[src/rtl/pht_pkg.sv]
// pht_pkg: shared counter encoding and FSM states for the bimodal pattern history table
package pht_pkg;
  typedef logic [1:0] pht_ctr_t;
  localparam pht_ctr_t PHT_SNT      = 2'b00;
  localparam pht_ctr_t PHT_WNT      = 2'b01;
  localparam pht_ctr_t PHT_WT       = 2'b10;
  localparam pht_ctr_t PHT_ST       = 2'b11;
  localparam pht_ctr_t PHT_INIT_VAL = PHT_WNT;
  typedef enum logic {PHT_INIT, PHT_READY} pht_fsm_e;
endpackage

[src/rtl/pht_sat_step.sv]
// pht_sat_step: combinational 2-bit saturating counter step and resulting prediction
module pht_sat_step
  import pht_pkg::*;
(
  input  pht_ctr_t i_cur,
  input  logic     i_taken,
  output pht_ctr_t o_next,
  output logic     o_pred
);
  assign o_next = i_taken ? ((i_cur == PHT_ST) ? PHT_ST : i_cur + 2'd1)
                          : ((i_cur == PHT_SNT) ? PHT_SNT : i_cur - 2'd1);
  assign o_pred = o_next[1];
endmodule

[src/rtl/bimodal_pht.sv]
// bimodal_pht: bimodal predictor table with init sweep, 2-stage update RMW and forwarding (optional PHT_STATS_EN counters)
module bimodal_pht
  import pht_pkg::*;
#(
  parameter int PC_W    = 32,
  parameter int INDEX_W = 8
) (
  input  logic            i_clk,
  input  logic            i_rst_n,
  input  logic            i_lookup_vld,
  input  logic [PC_W-1:0] i_lookup_pc,
  output logic            o_pred_vld,
  output logic            o_pred_taken,
  output logic            o_ready,
  input  logic            i_upd_vld,
  input  logic [PC_W-1:0] i_upd_pc,
  input  logic            i_upd_taken
`ifdef PHT_STATS_EN
  ,
  output logic [31:0]     o_upd_cnt,
  output logic [31:0]     o_flip_cnt
`endif
);
  localparam int DEPTH = 1 << INDEX_W;
  pht_ctr_t            r_tbl [DEPTH];
  pht_fsm_e            r_fsm;
  logic [INDEX_W-1:0]  r_ptr;
  logic                r_u2_vld;
  logic                r_u2_taken;
  logic [INDEX_W-1:0]  r_u2_idx;
  pht_ctr_t            r_u2_cur;
  logic                w_ready;
  logic [INDEX_W-1:0]  w_lk_idx;
  logic [INDEX_W-1:0]  w_upd_idx;
  pht_ctr_t            w_u2_next;
  logic                w_u2_pred;
  pht_ctr_t            w_u1_cur;
  pht_ctr_t            w_lk_ctr;
  logic                w_unused;

  assign w_ready   = (r_fsm == PHT_READY);
  assign o_ready   = w_ready;
  assign w_lk_idx  = i_lookup_pc[INDEX_W+1:2];
  assign w_upd_idx = i_upd_pc[INDEX_W+1:2];
  assign w_unused  = ^{i_lookup_pc, i_upd_pc, w_u2_pred};

  // U2 write value is forwarded to both the U1 read and a same-cycle lookup (write-first)
  assign w_u1_cur = (r_u2_vld && r_u2_idx == w_upd_idx) ? w_u2_next : r_tbl[w_upd_idx];
  assign w_lk_ctr = (r_u2_vld && r_u2_idx == w_lk_idx) ? w_u2_next : r_tbl[w_lk_idx];

  pht_sat_step u_step (
    .i_cur   (r_u2_cur),
    .i_taken (r_u2_taken),
    .o_next  (w_u2_next),
    .o_pred  (w_u2_pred)
  );

  // init sweep walks every entry once, then stays READY until reset
  always_ff @(posedge i_clk or negedge i_rst_n) begin
    if (!i_rst_n) begin
      r_fsm <= PHT_INIT;
      r_ptr <= '0;
    end else if (r_fsm == PHT_INIT) begin
      r_ptr <= r_ptr + 1'b1;
      if (r_ptr == {INDEX_W{1'b1}}) r_fsm <= PHT_READY;
    end
  end

  // U1 -> U2 pipeline register; requests outside READY are dropped
  always_ff @(posedge i_clk or negedge i_rst_n) begin
    if (!i_rst_n) begin
      r_u2_vld   <= 1'b0;
      r_u2_taken <= 1'b0;
      r_u2_idx   <= '0;
      r_u2_cur   <= PHT_SNT;
    end else begin
      r_u2_vld   <= i_upd_vld & w_ready;
      r_u2_taken <= i_upd_taken;
      r_u2_idx   <= w_upd_idx;
      r_u2_cur   <= w_u1_cur;
    end
  end

  // registered prediction; direction holds when no valid lookup
  always_ff @(posedge i_clk or negedge i_rst_n) begin
    if (!i_rst_n) begin
      o_pred_vld   <= 1'b0;
      o_pred_taken <= 1'b0;
    end else begin
      o_pred_vld <= i_lookup_vld & w_ready;
      if (i_lookup_vld && w_ready) o_pred_taken <= w_lk_ctr[1];
    end
  end

  // single write port: sweep writes while initialising, U2 writes once ready
  always_ff @(posedge i_clk) begin
    if (!w_ready) r_tbl[r_ptr] <= PHT_INIT_VAL;
    else if (r_u2_vld) r_tbl[r_u2_idx] <= w_u2_next;
  end

`ifdef PHT_STATS_EN
  // saturating update and direction-flip counters, counted in U2
  always_ff @(posedge i_clk or negedge i_rst_n) begin
    if (!i_rst_n) begin
      o_upd_cnt  <= '0;
      o_flip_cnt <= '0;
    end else if (r_u2_vld) begin
      o_upd_cnt  <= o_upd_cnt + {31'd0, (o_upd_cnt != '1)};
      o_flip_cnt <= o_flip_cnt + {31'd0, (o_flip_cnt != '1) && (w_u2_pred != r_u2_cur[1])};
    end
  end
`endif
endmodule

[config.mk]
export PLATFORM = sky130hd
export DESIGN_NAME = bimodal_pht
export DESIGN_NICKNAME = d
export VERILOG_FILES = /design/src/rtl/pht_pkg.sv /design/src/rtl/pht_sat_step.sv /design/src/rtl/bimodal_pht.sv
export SDC_FILE = /design/constraint.sdc
export NUM_CORES = 1
export LEC_CHECK = 0
export BUFFER_PORTS_ARGS = -buffer_cell sky130_fd_sc_hd__buf_2
export CORE_MARGIN = 4
export CORE_UTILIZATION = 45
export DETAILED_ROUTE_END_ITERATION = 6
export HOLD_SLACK_MARGIN = 0.05
export PLACE_DENSITY = 0.57
export SLEW_MARGIN = 30
export SYNTH_ARGS = -nofsm -noshare
export SYNTH_HDL_FRONTEND = slang
export SYNTH_SLANG_ARGS = --single-unit
export TNS_END_PERCENT = 20
[constraint.sdc]
create_clock -name i_clk -period 14.35 [get_ports i_clk]
set_clock_uncertainty 0.1 [all_clocks]
set_input_delay 0.7175 -clock i_clk [delete_from_list [all_inputs] [get_ports i_clk]]
set_output_delay 0.7175 -clock i_clk [all_outputs]
set_load 0.01 [all_outputs]
Word-level counts from Yosys, hierarchy flattened
Memory sizes are Yosys's and may differ from the RTL's. A register that Yosys moved wholly into a read port is not among the register bits. Cells that the tools add are included.

Register bits: 22. RAM bits: 512. Input bits: 69. Logic and storage cells: 34. Memories kept: 1.

Add/subtract/negate cells: 3. Equality and inequality tests: 3. Mux-type cells: 13. Bitwise gates (word level): 2. Reductions and logical operators: 5.

Memories: r_tbl (words 256, width 2, read ports 2, clocked after memory_dff 1, wr ports 1, RTL line bimodal_pht.sv:25) `pht_ctr_t r_tbl [DEPTH];`.

Operators by type and width (count): two-way mux 2 bit (5); adder 8 x 1 -> 8 bit (second input constant) (1); == test 8 bit (1); == test 8 bit (second input constant) (1); two-way mux 8 bit (1); two-way mux 1 bit (7); adder 2 x 1 -> 2 bit (second input constant) (1); bitwise AND 1 bit (2); == test 2 bit (second input constant) (1); logical AND 1 bit (2); zero test 2 bit (1); OR reduction 2 bit (1); subtractor 2 x 1 -> 2 bit (second input constant) (1); zero test 1 bit (1).

Longest topological paths before layout
Depth after elaboration: 5. Depth in mapped cells: 13.

By module
Synthesis repeated with hierarchy kept, for this count alone.

Cells, all modules: 1552. Area total of the unflattened synthesis: 24626.1 um2.

By module, submodules not included: bimodal_pht (times used 1, cells each 1548, area each 24592.3 um2); pht_sat_step (times used 1, cells each 4, area each 33.8 um2).

Least setup slack after synthesis
OpenSTA, ideal clock, no wires.

Kind: reg-to-reg. From: register r_fsm (netlist: o_ready). To: memory r_tbl[0][1] in the netlist's numbering, data pin. Arrival: 4.285 ns. Required time: 13.381 ns. Slack: 9.095 ns. Stages on the path, launching flop included: 5. Buffers on the path: 2. Cells stage by stage: dfrtp_1 and2_1 clkbuf_1 clkbuf_1 and2_1.

Word-level cells in the longest chain between the ends: 4.

Ends and longest elaborated chain: start, declared (RTL line bimodal_pht.sv:26) `pht_fsm_e r_fsm;`; start signal, assigned (RTL line bimodal_pht.sv:61) `r_fsm <= PHT_INIT;`; start signal, assigned (RTL line bimodal_pht.sv:65) `if (r_ptr == {INDEX_W{1'b1}}) r_fsm <= PHT_READY;`; two-way mux 1 bit (RTL line bimodal_pht.sv:97) `if (!w_ready) r_tbl[r_ptr] <= PHT_INIT_VAL;`; two-way mux 1 bit (implied by the code) (RTL line bimodal_pht.sv:98) `else if (r_u2_vld) r_tbl[r_u2_idx] <= w_u2_next;`; OR reduction 2 bit (no line); two-way mux 2 bit (no line); end, declared (RTL line bimodal_pht.sv:25).

Every way passes these cells.

Final worst setup path
From: register r_fsm (netlist: o_ready). To: memory r_tbl[72][0] in the netlist's numbering, enable pin.

Word-level cells in the longest chain between the ends: 4.

Ends and longest elaborated chain (RTL line): two-way mux 1 bit (bimodal_pht.sv:97); two-way mux 1 bit (implied by the code) (bimodal_pht.sv:98); OR reduction 2 bit (no line); two-way mux 8 bit (no line) or two-way mux 1 bit (tied branches).

Several ways; a longest one is shown, not always the timed one.

==> results list <==
- Crit path cell chain: nand2_1, o31ai_2, nand3_1, nor2_1
* Maximum net fanout on the critical path: 23
- First-pass detailed-route iteration total: 6
- After the flow finishes, the layout carries non-filler instances totaling 2,308.
- Growth of design area from synthesis to finish: 10.52%
- The number of clock buffers added by TritonCTS is 56.
* Buffers inserted during post-CTS setup optimization: 0
- Most used cells in the layout excluding fill and tap cells: edfxtp_1, nor2_1, mux4_2
- Top cell type's share of synthesized area: 62.26%
- At the pin with the least slew margin, the transition time is 1.062 ns.
- Among all flip-flop cells after synthesis, the most frequent one is edfxtp_1.
- Final-stage net count: 1,630
* Worst-case hold path end point: r_u2_taken
* Congestion Overflow GR: 0
* Cell depth of the worst min-delay path: 1
* Clock insertion delay at the later pin of the skew report: 0.62 ns
- Number of DRC markers in iteration 0: 1,688
- The worst path in the final design needs a cycle of 3.973 ns, including I/O delays and setup.
- Wirelength per Cell: 30.43 µm
* Gate count of the mapped netlist: 1,568
- After synthesis the cells add up to 0.02470 mm².
- CTS saw 535 sinks.
- Broken down by cell family, the worst path's largest delay share belongs to simple AND/OR/NAND/NOR gates.
- The detailed router put a total of 28,910 µm of wire on met1.
* Synth warnings: 0
- In this run the mean area of a mapped cell was 15.75 µm².
* Routed wire length: 70,230 µm
* Top layer used by detailed routing: met4
* Maximum capacitance violations: 0
- Share of the yosys chip area belonging to registers: 64.59%
- Avg Vias per Cell: 6.357
* Placement row count: 85
* Routed wl met3: 6450 µm
- Setup crit end kind: flip-flop
- Including well taps, the total number of placed cells is 2,196.
- After detailed routing, the met2 layer carries 32,650 µm of wire.
- Wire length of the first global-routing pass: 101,400 µm
* Register clock-pin slew on the reported worst setup and hold paths: 0.06 ns
- Ports placed on the boundary: 72
- CTS root buffer: clkbuf_16
- Max transition margin: 27.38%
* Final routed DRC violation total: 0
- Power Density: 121.8 mW/mm²
- The initial antenna violation count was 4.
- Across every metal layer, demand over resource in global routing totals 23.55%.
* Class of the tightest hold or removal check: input port to flip-flop
- Mapped Nets: 1,638
- Number of buffers between clock root and the deepest sink: 3
- Final max-slew violation count: 0
- Worst setup slack after placement: 9.879 ns
- Total vias in the final route: 14,670
* Final HPWL from detailed placement: 44,350 µm
* Count of H-tree levels built during CTS: 2
- The run finished with clean final reports.
* Number of buffers inserted for hold repair after clock tree synthesis: 1
- Crit path launch type: flip-flop
* Max Freq: 251.7 MHz
- Data on the critical path arrives at its endpoint at 4.15 ns.
* Number of global-route vias before repair: 14,630
- The total count of hold-check failures in the final report came to 0.
- The startpoint identified for the worst hold timing path is i_upd_taken.
- The biggest area contributor in the post-synthesis netlist is edfxtp_1.
* Sum of buffers and inverters on the critical path: 0
- Setup TNS Final: 0 ns
- Measured along the x axis, the die boundary spans 242.3 µm.
* Die area: 0.05869 mm²
- Critical R2R Capture: r_tbl[72][0]
- The number of gates resized after CTS was 0.
- Placer's final routability congestion estimate: 0.9063
- Worst setup slack after layout: 10.38 ns
- In this run, synthesis inferred 512 flip-flops with an integrated enable.
* Largest net degree at the start of global routing: 119
* CP max stage delay: 0.93 ns
- Leaving out fill and tap cells, the most frequent cell in the layout is edfxtp_1.
- Largest voltage drop on the vdd net: 0.00009285 V
- Cell leakage power: 8.116 nW
- Critical register-to-register path startpoint: o_ready
* Setup slack of the worst register-to-register path: 10.38 ns
- Port buffering added 23 buffers.
- After synthesis, the cell types taking the most area are edfxtp_1, mux4_2, nor2_1.
- WP data required: 14.53 ns
- The synthesized design contains 535 register bits.
* Crit path max-delay cell type: nand3_1
- The post-route netlist has 20.85% of its cells at a drive strength greater than 1.
* Share of the clock period used by the worst path: 27.69%
- The netlist uses 66 different library cells.
- Setup violations remaining at the end of the flow were counted as 0.
* Path depth of the worst reg2reg path: 4
- For this run, asynchronously set or reset flops after synthesis account for 4.299%.
- In this run the vertical extent of the chip is 242.3 µm.
- Once the floorplan was initialized, standard cells occupied 45.71% of the core.
* Placeable core region: 0.05403 mm²
* Kind of critical path: flip-flop to flip-flop
- CTS tree: done
- RSZ-0062 raised after global routing: false
* Residual antenna-violating net count after detailed routing: 0
cells in the mapped netlist, drive strengths merged, types with 2 or more instances:
library cell,count
a31oi,4
nand3,36
dfrtp,23
nor3,9
nand2b,17
nand4,7
a2111oi,8
clkbuf,64
mux2,16
mux4,175
xor2,6
a221oi,8
a22oi,15
or4,4
and3,2
o31ai,7
a311oi,3
o221ai,3
and2,6
o2111ai,2
mux2i,39
a211o,2
nor4,14
inv,12
xnor2,13
nand2,62
edfxtp,512
maj3,2
buf,56
nor2,283
nor2b,45
a21oi,18
a211oi,34
o22ai,7
o21bai,2
a22o,5
nand3b,11
o21ai,16
or3,5
worst max path at each step:
stage          cells after the start         from  slack (ns)            end
4_1_cts                            4      o_ready       10.41  r_tbl[136][1]
3_5_place_dp                       9  i_upd_pc[3]        9.88    r_u2_cur[0]
5_1_grt                            4      o_ready       10.21  r_tbl[136][0]
6_report                           4      o_ready       10.38   r_tbl[72][0]
3_3_place_gp                       9  i_upd_pc[3]        9.87    r_u2_cur[0]
2_1_floorplan                      4      o_ready        9.10    r_tbl[0][1]
power by group:
part           switching (mW)  total, mW  internal (mW)  leakage [nW]
combinational          0.0827      0.125         0.0419          2.42
sequential            0.00313       1.69           1.69          4.78
clock                   0.618       1.51          0.891         0.921
cell families (layout without fill, tap and decap cells):
logic type	count (synthesis)	after routing	share of synthesized area, %
XOR/XNOR	19	19	0.6738
flip-flops	535	535	64.59
AO/OA/AOI/OAI	144	144	4.291
adder cells (fa/ha/maj)	3	3	0.1317
AND/OR/NAND/NOR	505	505	9.216
buffers and inverters	132	171	2.771
multiplexers	230	230	18.33
other	0	5	0
stage by stage:
stage	hold slack [ns]	area, µm²	utilization [%]	total power [mW]
4_1_cts	0.1100	27240	50.43	3.342
3_3_place_gp	0.4796	25300	46.82	1.845
3_5_place_dp	0.4937	25330	46.89	1.846
2_1_floorplan	0.3219	24700	-	1.807
6_report	0.1444	27290	50.52	3.323
5_1_grt	0.1214	27280	50.50	3.416
area by class of cell:
type                            instances  area, µm²
Sequential cell                       535      15950
Antenna cell                            5      12.51
Fill cell                            4501      26730
Timing Repair Buffer                   54      426.7
Clock inverter                         37      432.9
Inverter                               12      45.04
Tap cell                              696      870.8
Clock buffer                           68       1468
Multi-Input combinational cell        901       8089
metal layers:
metal / GRT usage, % / vias up
met3: 5.833 / 119
met4: 7.342 / 0
met1: 33.40 / 7721
li1: - / 6183
met2: 36.33 / 648
met5: 0 / -
flip-flops by register name (all words and copies together) (netlist names):
| register | cells |
|---|---|
| o_ready | 1 |
| r_u2_taken | 1 |
| o_pred_vld | 1 |
| r_u2_vld | 1 |
| r_u2_cur | 2 |
| o_pred_taken | 1 |
| r_tbl | 512 |
| r_u2_idx | 8 |
| r_ptr | 8 |
Power figures use the tool's default switching activity.
